--- src/rtl/tmds_link_sequencer_if.sv ---
// Link-sequencer bundle between the TMDS encoder/serializer glue and the
// bring-up controller.
//   pll_lock, hpd      raw asynchronous status inputs to the sequencer
//   tmds_video         encoded words from the TMDS encoders, one per channel
//   ser_reset          reset to the serializer OSER10s
//   tmds_internal      words forwarded to the serializer, one per channel
//   link_active        high while the link passes video
//   link_state         IDLE=0, SER_RESET=1, SETTLE=2, ACTIVE=3
//   retrain_count      saturating count of ACTIVE->IDLE aborts
// master: the side that supplies status/video and consumes the link outputs.
// slave:  the sequencer itself.
interface tmds_link_sequencer_if #(
  parameter int NUM_CHANNELS = 3
);
  logic                         pll_lock;
  logic                         hpd;
  logic [NUM_CHANNELS-1:0][9:0] tmds_video;
  logic                         ser_reset;
  logic [NUM_CHANNELS-1:0][9:0] tmds_internal;
  logic                         link_active;
  logic [1:0]                   link_state;
  logic [7:0]                   retrain_count;

  modport master (
    output pll_lock, hpd, tmds_video,
    input  ser_reset, tmds_internal, link_active, link_state, retrain_count
  );

  modport slave (
    input  pll_lock, hpd, tmds_video,
    output ser_reset, tmds_internal, link_active, link_state, retrain_count
  );
endinterface

--- src/rtl/tmds_link_sequencer.sv ---
// Bring-up and recovery controller for the 3-channel OSER10 TMDS serializer,
// clocked by the pixel clock. Holds the serializer in reset until PLL lock
// and a debounced HPD qualify, then sends control-period words for a settle
// window before forwarding encoder words. Any loss of qualification drops
// straight back to IDLE; aborts out of ACTIVE are counted.
// Ports:
//   clk_pixel  pixel clock, the only clock
//   reset      synchronous active-high reset
//   link       tmds_link_sequencer_if.slave (status in, video in/out, state out)
//
// state     | meaning
// ST_IDLE   | serializer in reset, waiting for lock + debounced HPD
// ST_SERRST | serializer reset held for RESET_CYCLES after qualification
// ST_SETTLE | serializer running, BLANK_WORD sent for SETTLE_CYCLES
// ST_ACTIVE | encoder words forwarded to the serializer
module tmds_link_sequencer #(
  parameter int         NUM_CHANNELS  = 3,
  parameter int         RESET_CYCLES  = 16,
  parameter int         SETTLE_CYCLES = 1024,
  parameter int         HPD_DEBOUNCE  = 4096,
  parameter logic [9:0] BLANK_WORD    = 10'h354
) (
  input logic                  clk_pixel,
  input logic                  reset,
  tmds_link_sequencer_if.slave link
);

  localparam int PHASE_MAX = (RESET_CYCLES > SETTLE_CYCLES) ? RESET_CYCLES : SETTLE_CYCLES;
  localparam int PW = $clog2(PHASE_MAX + 1);
  localparam int DW = $clog2(HPD_DEBOUNCE + 1);
  localparam logic [PW-1:0] RESET_LAST  = PW'(RESET_CYCLES - 1);
  localparam logic [PW-1:0] SETTLE_LAST = PW'(SETTLE_CYCLES - 1);
  localparam logic [DW-1:0] DEB_FULL    = DW'(HPD_DEBOUNCE);

  typedef enum logic [1:0] {
    ST_IDLE   = 2'd0,
    ST_SERRST = 2'd1,
    ST_SETTLE = 2'd2,
    ST_ACTIVE = 2'd3
  } state_t;

  logic                         lock_meta, lock_s;
  logic                         hpd_meta, hpd_s;
  logic [DW-1:0]                deb_cnt;
  logic                         hpd_ok, qual, go_active;
  state_t                       state;
  logic [PW-1:0]                phase_cnt;
  logic                         ser_reset_q, link_active_q;
  logic [7:0]                   retrain_q;
  logic [NUM_CHANNELS-1:0][9:0] tmds_q;

  // Synchronizers and HPD debounce. Any synchronized-low cycle restarts the
  // full debounce window.
  always_ff @(posedge clk_pixel) begin
    if (reset) begin
      lock_meta <= 1'b0;
      lock_s    <= 1'b0;
      hpd_meta  <= 1'b0;
      hpd_s     <= 1'b0;
      deb_cnt   <= '0;
    end else begin
      lock_meta <= link.pll_lock;
      lock_s    <= lock_meta;
      hpd_meta  <= link.hpd;
      hpd_s     <= hpd_meta;
      if (!hpd_s)
        deb_cnt <= '0;
      else if (deb_cnt != DEB_FULL)
        deb_cnt <= deb_cnt + 1'b1;
    end
  end

  assign hpd_ok = (deb_cnt == DEB_FULL);
  assign qual   = lock_s & hpd_ok;

  // Next state is ACTIVE: lets the first video word land on the same edge
  // that link_active rises.
  assign go_active = qual & ((state == ST_ACTIVE) ||
                             (state == ST_SETTLE && phase_cnt == SETTLE_LAST));

  always_ff @(posedge clk_pixel) begin
    if (reset) begin
      state         <= ST_IDLE;
      phase_cnt     <= '0;
      ser_reset_q   <= 1'b1;
      link_active_q <= 1'b0;
      retrain_q     <= 8'd0;
      tmds_q        <= {NUM_CHANNELS{BLANK_WORD}};
    end else begin
      for (int ch = 0; ch < NUM_CHANNELS; ch++)
        tmds_q[ch] <= go_active ? link.tmds_video[ch] : BLANK_WORD;

      if (!qual) begin
        // Abort has priority over any terminal count reached this cycle.
        if (state == ST_ACTIVE && retrain_q != 8'hFF)
          retrain_q <= retrain_q + 8'd1;
        state         <= ST_IDLE;
        phase_cnt     <= '0;
        ser_reset_q   <= 1'b1;
        link_active_q <= 1'b0;
      end else begin
        case (state)
          ST_IDLE: begin
            state       <= ST_SERRST;
            phase_cnt   <= '0;
            ser_reset_q <= 1'b1;
          end
          ST_SERRST: begin
            if (phase_cnt == RESET_LAST) begin
              state       <= ST_SETTLE;
              phase_cnt   <= '0;
              ser_reset_q <= 1'b0;
            end else begin
              phase_cnt <= phase_cnt + 1'b1;
            end
          end
          ST_SETTLE: begin
            if (phase_cnt == SETTLE_LAST) begin
              state         <= ST_ACTIVE;
              link_active_q <= 1'b1;
            end else begin
              phase_cnt <= phase_cnt + 1'b1;
            end
          end
          ST_ACTIVE: begin
            link_active_q <= 1'b1;
          end
          default: begin
            state <= ST_IDLE;
          end
        endcase
      end
    end
  end

  assign link.ser_reset     = ser_reset_q;
  assign link.link_active   = link_active_q;
  assign link.link_state    = state;
  assign link.retrain_count = retrain_q;
  assign link.tmds_internal = tmds_q;

endmodule
--- src/flat_wrapper.sv ---
// flat-port wrapper written by rule: the top's interface ports become plain ports
module tmds_link_sequencer_flat 
#(
  parameter int         NUM_CHANNELS  = 3,
  parameter int         RESET_CYCLES  = 16,
  parameter int         SETTLE_CYCLES = 1024,
  parameter int         HPD_DEBOUNCE  = 4096,
  parameter logic [9:0] BLANK_WORD    = 10'h354
)
  (clk_pixel, reset, link_pll_lock, link_hpd, link_tmds_video, link_ser_reset, link_tmds_internal, link_link_active, link_link_state, link_retrain_count);
  tmds_link_sequencer_if #(.NUM_CHANNELS(NUM_CHANNELS)) link_i ();
  input logic clk_pixel;
  input logic reset;
  input wire logic [$bits(link_i.pll_lock)-1:0] link_pll_lock;
  input wire logic [$bits(link_i.hpd)-1:0] link_hpd;
  input wire logic [$bits(link_i.tmds_video)-1:0] link_tmds_video;
  output wire logic [$bits(link_i.ser_reset)-1:0] link_ser_reset;
  output wire logic [$bits(link_i.tmds_internal)-1:0] link_tmds_internal;
  output wire logic [$bits(link_i.link_active)-1:0] link_link_active;
  output wire logic [$bits(link_i.link_state)-1:0] link_link_state;
  output wire logic [$bits(link_i.retrain_count)-1:0] link_retrain_count;
  assign link_i.pll_lock = link_pll_lock;
  assign link_i.hpd = link_hpd;
  assign link_i.tmds_video = link_tmds_video;
  assign link_ser_reset = link_i.ser_reset;
  assign link_tmds_internal = link_i.tmds_internal;
  assign link_link_active = link_i.link_active;
  assign link_link_state = link_i.link_state;
  assign link_retrain_count = link_i.retrain_count;
  tmds_link_sequencer #(.NUM_CHANNELS(NUM_CHANNELS), .RESET_CYCLES(RESET_CYCLES), .SETTLE_CYCLES(SETTLE_CYCLES), .HPD_DEBOUNCE(HPD_DEBOUNCE), .BLANK_WORD(BLANK_WORD)) u_core (.clk_pixel(clk_pixel), .reset(reset), .link(link_i));
endmodule
--- config.mk ---
export PLATFORM = sky130hd
export DESIGN_NAME = tmds_link_sequencer_flat
export DESIGN_NICKNAME = d
export VERILOG_FILES = /design/src/rtl/tmds_link_sequencer_if.sv /design/src/rtl/tmds_link_sequencer.sv /design/src/flat_wrapper.sv
export SDC_FILE = /design/constraint.sdc
export NUM_CORES = 1
export LEC_CHECK = 0
export CELL_PAD_IN_SITES_DETAIL_PLACEMENT = 0
export CELL_PAD_IN_SITES_GLOBAL_PLACEMENT = 1
export CORE_ASPECT_RATIO = 0.5
export CORE_MARGIN = 3
export CORE_UTILIZATION = 38
export CTS_BUF_LIST = sky130_fd_sc_hd__clkbuf_4 sky130_fd_sc_hd__clkbuf_8
export CTS_CLUSTER_SIZE = 40
export DETAILED_ROUTE_END_ITERATION = 6
export GPL_TIMING_DRIVEN = 0
export PLACE_DENSITY_LB_ADDON = 0.3
export SYNTH_ARGS = -nofsm -noshare
export SYNTH_HDL_FRONTEND = slang
export SYNTH_SLANG_ARGS = --single-unit
--- constraint.sdc ---
create_clock -name clk_pixel -period 2.4 [get_ports clk_pixel]
set_clock_uncertainty 0.1 [all_clocks]
set_input_delay 0.72 -clock clk_pixel [delete_from_list [all_inputs] [get_ports clk_pixel]]
set_output_delay 0.72 -clock clk_pixel [all_outputs]
set_load 0.1 [all_outputs]
-- After elaboration in Yosys (flattened, before gate mapping)
Index checks and enable logic that the tools add are counted.
- $add $sub $neg: 3
- equal/unequal tests: 11
- multiplexer cells: 10
- bitwise gates (word level): 5
- reduce and logical (&&, ||, !) cells: 15
- operators with widths (kind ; number):
    case mux 11 bit (3 select lines) ; 1
    2-to-1 mux 11 bit ; 2
    adder 13 x 1 -> 13 bit (second input constant) ; 1
    == test 13 bit (second input constant) ; 1
    != test 13 bit (second input constant) ; 1
    adder 11 x 1 -> 11 bit (second input constant) ; 1
    == test 11 x 10 -> 1 bit (second input constant) ; 1
    == test 11 x 4 -> 1 bit (second input constant) ; 1
    adder 8 x 1 -> 8 bit (second input constant) ; 1
    != test 8 bit (second input constant) ; 1
    AND reduction 2 bit ; 4
    case mux 2 bit (3 select lines) ; 1
    OR reduction 2 bit ; 3
    == test 2 bit (second input constant) ; 2
    2-to-1 mux 2 bit ; 2
    != test 2 bit (second input constant) ; 2
    case mux 1 bit (2 select lines) ; 2
    nonzero test 2 bit ; 2
    inverter 1 bit ; 3
    AND reduction 3 bit ; 1
    nonzero test 3 bit ; 1
    bitwise AND 1 bit ; 2
    == test 2 x 1 -> 1 bit (second input constant) ; 1
    logical AND 1 bit ; 2
    other kinds (4) ; 5
- register bits after elaboration: 70
- input bits: 34
- output and inout port bits: 42
- logic and storage cells: 57

-- Logic depth before layout (Yosys ltp)
Gate-level depths: netlist of run 1.
- word-level depth: 6
- depth in mapped cells: 8
- gate-level depth less buffers: 6

-- Worst setup path before layout of run 1
Ideal clock, no wire load.
- path type: register -> register
- start: register u_core.state[1] (netlist: u_core.link.link_state[1])
- end: register u_core.phase_cnt[3]
- library setup time: 0.074 ns
- data arrival time: 2.499 ns
- required time: 2.226 ns
- slack: -0.273 ns
- stages on the path, launching flop included: 7
- path buffers: 0
- period minus slack after synthesis: 2.673 ns
- path through: dfxtp_1 > inv_1 > ha_1 > o21ai_1 > a41o_1 > or4_1 > a31oi_1
- longest elaborated chain between the ends: 3
- elaborated cells between the ends (all ways): 7
- those cells by class: eq/ne (3); mux (1); reduce/logical (3)
- RTL lines (item ; line ; RTL):
    start: declaration ; tmds_link_sequencer.sv:46 ; state_t state;
    start signal: assignment ; tmds_link_sequencer.sv:83 ; state <= ST_IDLE;
    start signal: assignment ; tmds_link_sequencer.sv:97 ; state <= ST_IDLE;
    start signal: assignment ; tmds_link_sequencer.sv:104 ; state <= ST_SERRST;
    == test 2 bit, or another cell as far along ; tmds_link_sequencer.sv:102 ; case (state)
    != test 2 bit (no line) or nonzero test 3 bit (tied branches) ; n/a ;
    AND reduction 2 bit (no line) ; n/a ;
    end signal: assignment ; tmds_link_sequencer.sv:114 ; phase_cnt <= phase_cnt + 1'b1;
    end signal: assignment ; tmds_link_sequencer.sv:122 ; phase_cnt <= phase_cnt + 1'b1;
    end: declaration ; tmds_link_sequencer.sv:47 ; logic [PW-1:0] phase_cnt;
Several ways; a longest one is shown, not always the timed one.
A chain may end at the register's enable or synchronous reset.

-- Worst setup path after layout of run 1
- start: register u_core.link_active_q (netlist: u_core.link.link_active)
- end: output port link_link_active
- RTL lines (item ; line ; RTL):
    start: declaration ; tmds_link_sequencer.sv:48 ; logic ser_reset_q, link_active_q;
    start signal: assignment ; tmds_link_sequencer.sv:86 ; link_active_q <= 1'b0;
    start signal: assignment ; tmds_link_sequencer.sv:100 ; link_active_q <= 1'b0;
    start signal: assignment ; tmds_link_sequencer.sv:120 ; link_active_q <= 1'b1;
    end: declaration ; flat_wrapper.sv:19 ; output wire logic [$bits(link_i.link_active)-1:0] link_link_active;
No word-level cell between the ends.

==> results of run 1 <==
-- cells in the final DEF (no fill, tap or decap), drive strengths merged, types with 10 or more instances in the layout --
cell	n
nand2b	20
nand3	19
nand4	11
a21oi	13
nor2	16
dlygate4sd2	31
or4	10
a31oi	11
clkbuf	18
and2	17
dfxtp	70
clkdlybuf4s50	32
nand2	21
-- per-layer routing --
layer | vias to the layer above | part of all wire
met4 | 0 | 0.012
met1 | 1164 | 0.44
li1 | 1276 | -
met5 | - | 0
met2 | 49 | 0.51
met3 | 12 | 0.044
-- registers in the layout, summed over array words and instances (netlist names) --
signal                     flops
u_core.lock_s                  1
u_core.link.link_active        1
u_core.hpd_meta                1
u_core.lock_meta               1
u_core.link.ser_reset          1
u_core.link.tmds_internal     30
u_core.hpd_s                   1
u_core.link.retrain_count      8
u_core.link.link_state         2
u_core.phase_cnt              11
u_core.deb_cnt                13
-- cell families after synthesis --
group / count (synthesis) / synth area share
adders and majority gates: 9 / 0.0386
DFF: 70 / 0.480
muxes: 5 / 0.0184
and+or+nand+nor: 150 / 0.295
xor gates and xnor gates: 9 / 0.0270
buffers and inverters: 20 / 0.0399
AOI/OAI and AO/OA: 44 / 0.101
-- worst paths after layout --
kind / to / slack [ps]
max: link_link_active / 60
min: u_core.hpd_s / 340
max reg2reg: u_core.phase_cnt[6] / 240
min reg2reg: u_core.hpd_s / 340
-- layout make-up --
cell class,instances,area (um^2),share of cell area
Buffer,12,88.8,0.0225
Timing Repair Buffer,74,702,0.178
Multi-Input combinational cell,217,1400,0.355
Clock buffer,10,131,0.0333
Tap cell,92,115,0.0291
Sequential cell,70,1400,0.355
Clock inverter,5,75.1,0.0190
Inverter,8,30.0,0.00760
-- report_power, final --
group	switching, mW	internal, mW
sequential	0.00118	1.16
clock	0.417	0.586
combinational	0.0135	0.0539
total	0.431	1.80
-- per-stage QoR --
| step | hold WS [ps] | power, mW | area, um^2 | utilization |
|---|---|---|---|---|
| 4_1_cts | 343 | 2.27 | 3950 | 0.561 |
| 6_report | 337 | 2.24 | 3950 | 0.561 |
| 5_1_grt | 353 | 2.31 | 3950 | 0.561 |
| 3_3_place_gp | 322 | 1.26 | 3770 | 0.536 |
| 3_5_place_dp | 326 | 1.26 | 3770 | 0.536 |
| 2_1_floorplan | 314 | 1.21 | 2920 | - |
==> flow_metrics.py, run 1 <==
metrics = {
    "sta": {
        "slew_headroom": 0.345,
        "post-route-period-util": 0.975,
        "report.final.slew_viol_count": 0,
        "final-hold-violation-count": 0,
        "final.setup.worst_slack_ps": 61.0,
        "layout_min_cycle_time_ps": 2340,
        "grt_setup_unrepaired": "false",
        "fmaxAchievable_ghz": 0.428,
        "tns_ps": 0,
        "finalSetupViolations": 0,
        "worstMarginPinSlew_ps": 987,
    },
    "logic_synthesis": {
        "yosysTopAreaCellShare": 0.480,
        "syn_area_um2": 2920,
        "synth.top_cells.by_area": "dfxtp_1 (48%), nand2b_1 (4.3%), ha_1 (3.9%)",
        "synth-seq-area-share": 0.480,
        "synth-edff-count": 0,
        "yosys_warnings": 0,
        "synthDistinctLibCells": 48,
        "syn_avg_cell_area_um2": 9.50,
        "synth_top_flop_cell": "dfxtp_1",
        "synthCells": 307,
        "synth.largest_area_cell": "dfxtp_1",
        "synthMostInstantiatedCell": "dfxtp_1",
        "synth-seq-cells": 70,
        "async_flop_share": 0,
        "syn_nets": 350,
        "synth.top_cells.by_count": "dfxtp_1 (70), nand2_1 (21), nand2b_1 (20)",
    },
    "detailed_routing": {
        "remaining_drc_errors": 0,
        "drt_iter0_markers": 97,
        "first_pass_iters": 4,
        "dr_total_vias": 2501,
        "antenna_left": 0,
        "routed_wl_um": 6950,
        "wl_per_cell_um": 14.2,
        "vias_per_cell": 5.13,
    },
    "worst_setup_path": {
        "start_kind": "flop",
        "rr_worst_depth": 8,
        "required_ps": 1580,
        "slowest_stage": "dlygate4sd2_1",
        "cp-startpoint": "u_core.link.link_active",
        "arrival_ps": 1520,
        "path_class": "flop to output port",
        "worstSetupEndpointType": "output port",
        "r2r_start": "u_core.deb_cnt[0]",
        "path_depth": 1,
        "path_cells": "dlygate4sd2_1",
        "crit_buf_inv": 1,
        "critPathTopFamily": "buffers and inverters",
        "slowest_delay_ps": 860,
        "crit_fanout": 2,
    },
    "floorplan": {
        "io_pins": 76,
        "num_rows": 21,
        "initial_utilization": 0.414,
        "core_um2": 7040,
        "fp.dieH_um": 68.0,
        "die_area_um2": 8830,
        "die_w_um": 130,
    },
    "clock_network": {
        "cts_tree": "yes",
        "htree_levels": 3,
        "cts-buffers-inserted": 9,
        "clock_latency_ps": 340,
        "ctsHoldBuffers": 0,
        "cts_resized": 60,
        "cts_setup_buffers": 0,
        "cts_buffer_depth": 2,
        "ctsRootBufferMaster": "clkbuf_8",
        "clock-sinks": 70,
        "path_clk_slew_ps": 70,
    },
    "layout": {
        "fill_cells": 641,
        "num_antenna_cells": 0,
        "fin_cells": 488,
        "layout-area-overhead-vs-synth_pct": 35.4,
        "nNetsFinal": 435,
        "drive_gt1_frac": 0.119,
    },
    "status": {
        "outcome": "finished clean",
    },
    "pwr": {
        "peakVddDrop_v": 0.000238,
        "power_density_nw_per_um2": 566,
        "p_leak_nw": 1.41,
    },
    "global_routing": {
        "use_met3": 0.0553,
        "grt_pass1_vias": 2382,
        "met1_usage": 0.195,
        "gr-usage-met2": 0.279,
        "overflow": 0,
        "grtUsageTotal": 0.162,
        "grt_max_degree": 12,
        "grt_pass1_wl_um": 11200,
        "antenna_found_initial": 0,
        "busiest_layer": "met2",
    },
    "placement": {
        "dp_cells": 473,
        "dp.final_hpwl_um": 5250,
        "pre_cts_slack_ps": -8.75,
        "io_buffers": 74,
        "place_congestion": 0.865,
    },
    "worst_hold_path": {
        "min_from": "u_core.hpd_meta",
        "hold_path_depth": 1,
        "hp-class": "flop to flop",
    },
    "flow_run": {
        "drv_cap": 0,
    },
}
(Power assumes the default switching activity.)
==> inputs of run 2 (changes only) <==
CORE_UTILIZATION = 41   (was 38)
GPL_TIMING_DRIVEN = unset   (was 0)
clock period = 2.7 ns   (was 2.4 ns; I/O delays follow)
==> flow_metrics.py, run 2 (synthesis results as in run 1) <==
metrics = {
    "pwr": {
        "peakVddDrop_v": 0.000269,
        "comb_power_share": 0.031,
        "power_frac_seq": 0.528,
        "power_density_nw_per_um2": 511,
        "p_leak_nw": 1.38,
        "p_int_mw": 1.58,
        "switchingPower_mw": 0.385,
        "p_sw_frac": 0.196,
        "clockPowerShare": 0.442,
    },
    "detailed_routing": {
        "routed_wl_um": 6490,
        "dr_total_vias": 2467,
        "antenna_left": 0,
        "vias_per_cell": 5.11,
        "wl_per_cell_um": 13.4,
        "drt_iter0_markers": 70,
        "first_pass_iters": 4,
        "remaining_drc_errors": 0,
    },
    "floorplan": {
        "fp.dieH_um": 65.6,
        "die_area_um2": 8220,
        "core_um2": 6780,
        "initial_utilization": 0.430,
        "io_pins": 76,
        "die_w_um": 125,
        "num_rows": 21,
    },
    "layout": {
        "nNetsFinal": 430,
        "mostFrequentLayoutCells": "dfxtp_1 (70), buf_4 (48), clkdlybuf4s50_1 (33)",
        "num_antenna_cells": 0,
        "layout_commonest_cell": "dfxtp_1",
        "drive_gt1_frac": 0.187,
        "largest_reg_flops": 30,
        "fill_cells": 611,
        "layout-area-overhead-vs-synth_pct": 31.8,
    },
    "clock_network": {
        "htree_levels": 3,
        "cts_buffer_depth": 2,
        "ctsHoldBuffers": 0,
        "cts_setup_buffers": 0,
        "clock-sinks": 70,
        "path_clk_slew_ps": 70,
        "cts_resized": 0,
        "ctsRootBufferMaster": "clkbuf_8",
        "cts-buffers-inserted": 9,
        "clock_latency_ps": 340,
        "cts_tree": "yes",
    },
    "worst_setup_path": {
        "slowest_delay_ps": 490,
        "slowest_stage": "and4_1",
        "arrival_ps": 2350,
        "crit_fanout": 30,
        "r2r_slack_ps": 540,
        "cp-startpoint": "u_core.deb_cnt[0]",
        "r2r-end": "u_core.link.tmds_internal[5]",
        "start_kind": "flop",
        "path_cells": "inv_1 > ha_1 > nor4b_1 > and4_1 > nor3b_2 > buf_4 > and2_1",
        "required_ps": 2890,
        "rr_worst_depth": 7,
        "r2r_start": "u_core.deb_cnt[0]",
        "path_class": "flop to flop",
        "worstSetupEndpointType": "flop",
    },
    "sta": {
        "final-hold-violation-count": 0,
        "fmaxAchievable_ghz": 0.462,
        "layout_min_cycle_time_ps": 2160,
        "post-route-period-util": 0.802,
        "tns_ps": 0,
        "worstMarginPinSlew_ps": 500,
        "final.setup.worst_slack_ps": 536,
        "grt_setup_unrepaired": "false",
        "slew_headroom": 0.665,
        "finalSetupViolations": 0,
        "report.final.slew_viol_count": 0,
    },
    "global_routing": {
        "grt_pass1_vias": 2239,
        "antenna_found_initial": 0,
        "grt_pass1_wl_um": 10400,
        "grtUsageTotal": 0.158,
        "grt_max_degree": 31,
        "overflow": 0,
    },
    "worst_hold_path": {
        "min_from": "u_core.lock_meta",
        "worstHoldEndpoint": "u_core.lock_s",
        "hp-class": "flop to flop",
        "hold_path_depth": 1,
    },
    "placement": {
        "pre_cts_slack_ps": 471,
        "io_buffers": 75,
        "place_congestion": 0.734,
        "dp.final_hpwl_um": 4750,
    },
    "status": {
        "outcome": "finished clean",
    },
    "flow_run": {
        "drv_cap": 0,
    },
}
[run 2: cell count changes in the layout (fill, tap and decap cells not counted), moves of 2 or more]
cell,before,now
buf_4,1,48
dlygate4sd2_1,31,0
clkdlybuf4s15_2,8,0
clkbuf_2,4,0
buf_2,2,0
buf_6,2,0
clkbuf_1,2,0
clkinv_2,3,1
dfxtp_1,68,70
dfxtp_2,2,0
[run 2: routing by layer]
| metal | wire length (um) | GRT usage |
|---|---|---|
| met5 | 0 | 0 |
| met4 | 99 | 0.0608 |
| met3 | 256 | 0.0584 |
| met2 | 3250 | 0.263 |
| met1 | 2880 | 0.188 |
[run 2: worst max path at each step]
stage / to / cells after the start
after floorplan: u_core.phase_cnt[3] / 6
after global placement: u_core.deb_cnt[10] / 3
after detailed placement: u_core.deb_cnt[10] / 3
after CTS: u_core.link.tmds_internal[5] / 7
after global routing: u_core.link.tmds_internal[18] / 7
final: u_core.link.tmds_internal[5] / 7
[run 2: final cells by class]
| class | count | area [um^2] | area share |
|---|---|---|---|
| clock buffers | 12 | 165 | 0.0430 |
| clock inverters | 3 | 42.5 | 0.0111 |
| flip-flops and latches | 70 | 1400 | 0.365 |
| repair buffers | 81 | 691 | 0.180 |
| multi-input cells | 217 | 1400 | 0.364 |
| inverters | 8 | 30.0 | 0.00781 |
| well taps | 92 | 115 | 0.0299 |
[run 2: metrics by stage]
step / util / cells / area, um^2 / power [mW] / hold slack [ps]
floorplan: - / 307 / 2920 / 1.07 / 314
global placement: 0.536 / 468 / 3640 / 1.12 / 321
detailed placement: 0.536 / 468 / 3640 / 1.12 / 327
CTS: 0.567 / 483 / 3840 / 1.99 / 346
global route: 0.567 / 483 / 3840 / 2.04 / 367
finish: 0.567 / 483 / 3840 / 1.96 / 337
[run 2: power groups by stage]
stage,Sequential (mW),Clock (mW),Combinational [mW]
2_1_floorplan,1.06,0,0.0136
3_3_place_gp,1.06,0,0.0596
3_5_place_dp,1.06,0,0.0605
4_1_cts,1.04,0.894,0.0608
5_1_grt,1.04,0.944,0.0640
6_report,1.04,0.867,0.0602
[run 2: critical path: cells and delay by family, from the launching register on]
kind | cells | cell delay (ps)
fa+ha+maj | 1 | 140
simple gates | 4 | 1150
flops | 1 | 360
buf+inv | 2 | 360
==> inputs of run 3 (changes only) <==
CORE_UTILIZATION = 34   (was 41)
clock period = 1.9 ns   (was 2.7 ns; I/O delays follow)
==> flow_metrics.py, run 3 (synthesis results as in run 1) <==
metrics = {
    "status": {
        "outcome": "finished clean",
    },
    "worst_setup_path": {
        "path_cells": "inv_4 > ha_4 > o21ai_4 > a41o_4 > or4_1 > a31oi_1",
        "crit_fanout": 7,
        "arrival_ps": 2030,
        "worstSetupEndpointType": "flop",
        "start_kind": "flop",
        "required_ps": 2070,
        "critPathTopFamily": "compound AO/OA/AOI/OAI gates",
        "slowest_delay_ps": 480,
        "slowest_stage": "or4_1",
        "crit_buf_inv": 1,
        "path_class": "flop to flop",
    },
    "detailed_routing": {
        "first_pass_iters": 4,
        "drt_iter0_markers": 78,
        "vias_per_cell": 4.90,
        "routed_wl_um": 7520,
        "antenna_left": 0,
        "wl_per_cell_um": 13.9,
        "remaining_drc_errors": 0,
        "dr_total_vias": 2652,
    },
    "sta": {
        "slew_headroom": 0.630,
        "report.final.slew_viol_count": 0,
        "finalSetupViolations": 0,
        "final-hold-violation-count": 0,
        "worstMarginPinSlew_ps": 553,
        "fmaxAchievable_ghz": 0.538,
        "worst_hold_slack_ps": 342,
        "final.setup.worst_slack_ps": 40.9,
        "layout_min_cycle_time_ps": 1860,
        "post-route-period-util": 0.978,
        "grt_setup_unrepaired": "true",
    },
    "layout": {
        "mostFrequentLayoutCells": "dfxtp_1 (58), buf_12 (44), buf_4 (40)",
        "drive_gt1_frac": 0.331,
        "layout-area-overhead-vs-synth_pct": 66.8,
        "fill_cells": 699,
        "layout_commonest_cell": "dfxtp_1",
        "nNetsFinal": 467,
        "num_antenna_cells": 0,
        "regArea_um2": 1430,
        "largest_reg_flops": 30,
        "multi_input_area_um2": 1540,
    },
    "pwr": {
        "switchingPower_mw": 0.580,
        "peakVddDrop_v": 0.000307,
        "power_frac_seq": 0.528,
        "p_int_mw": 2.20,
        "comb_power_share": 0.034,
        "clockPowerShare": 0.439,
        "power_density_nw_per_um2": 571,
        "p_sw_frac": 0.209,
        "p_leak_nw": 1.79,
    },
    "clock_network": {
        "ctsRootBufferMaster": "clkbuf_8",
        "clock-sinks": 70,
        "cts_buffer_depth": 2,
        "clock_latency_ps": 350,
        "cts-buffers-inserted": 9,
        "htree_levels": 3,
        "cts_tree": "yes",
        "path_clk_slew_ps": 80,
    },
    "worst_hold_path": {
        "hp-class": "flop to flop",
    },
    "placement": {
        "pre_cts_slack_ps": -120,
        "dp.final_hpwl_um": 5810,
        "io_buffers": 75,
        "place_congestion": 0.790,
    },
    "floorplan": {
        "initial_utilization": 0.357,
        "num_rows": 23,
        "fp.dieH_um": 71.5,
        "io_pins": 76,
        "core_um2": 8170,
        "die_w_um": 137,
        "die_area_um2": 9790,
    },
    "global_routing": {
        "grtUsageTotal": 0.161,
        "grt_pass1_vias": 2594,
        "antenna_found_initial": 0,
        "overflow": 0,
        "grt_pass1_wl_um": 12400,
        "grt_max_degree": 31,
    },
    "flow_run": {
        "drv_cap": 0,
    },
}
## run 3: what timing repair did
| item | 4_1_cts | 5_1_grt |
|---|---|---|
| buffers inserted | 2 | 2 |
| resized for setup | 9 | 13 |
| hold buffers | 0 | 0 |
| setup endpoints to repair | 40 | 45 |
| pin swaps | 1 | 9 |
## run 3: power groups by stage
stage                     logic (mW)  clock network [mW]  registers (mW)
after floorplan               0.0194                   0            1.50
after CTS                     0.0934                1.26            1.47
after global placement        0.0911                   0            1.50
after global routing          0.0995                1.34            1.47
after detailed placement      0.0924                   0            1.50
final                         0.0933                1.22            1.47
## run 3: path summary, 6_finish.rpt
path	from	end	slack [ps]	depth (start not counted)
setup / recovery	u_core.link.link_state[1]	u_core.phase_cnt[9]	40	6
hold / removal	u_core.hpd_meta	u_core.hpd_s	340	1
setup reg to reg	u_core.link.link_state[1]	u_core.phase_cnt[9]	40	6
hold reg to reg	u_core.hpd_meta	u_core.hpd_s	340	1
## run 3: through the flow
stage | cell area (um^2) | power (mW) | utilization | setup TNS, ps | instances
after CTS | 4760 | 2.82 | 0.583 | 0 | 539
after global routing | 4870 | 2.90 | 0.595 | -58.4 | 541
after detailed placement | 4520 | 1.59 | 0.553 | -309 | 521
after global placement | 4520 | 1.59 | 0.553 | 0 | 521
final | 4870 | 2.78 | 0.595 | 0 | 541
after floorplan | 2970 | 1.52 | - | -861 | 307
## run 3: area by class of cell
class / count / share of cell area
tap: 112 / 0.0288
multi-input combinational: 217 / 0.317
sequential: 70 / 0.293
timing repair buffer: 118 / 0.313
clock buffer: 11 / 0.0298
inverter: 8 / 0.00720
clock inverter: 5 / 0.0116
## run 3: routing by layer
layer | part of all wire | up-vias | global-route usage
met2 | 0.54 | 44 | 0.293
met3 | 0.032 | 8 | 0.0512
met4 | 0.012 | 0 | 0.0553
met1 | 0.41 | 1266 | 0.179
li1 | - | 1334 | -
met5 | 0 | - | 0
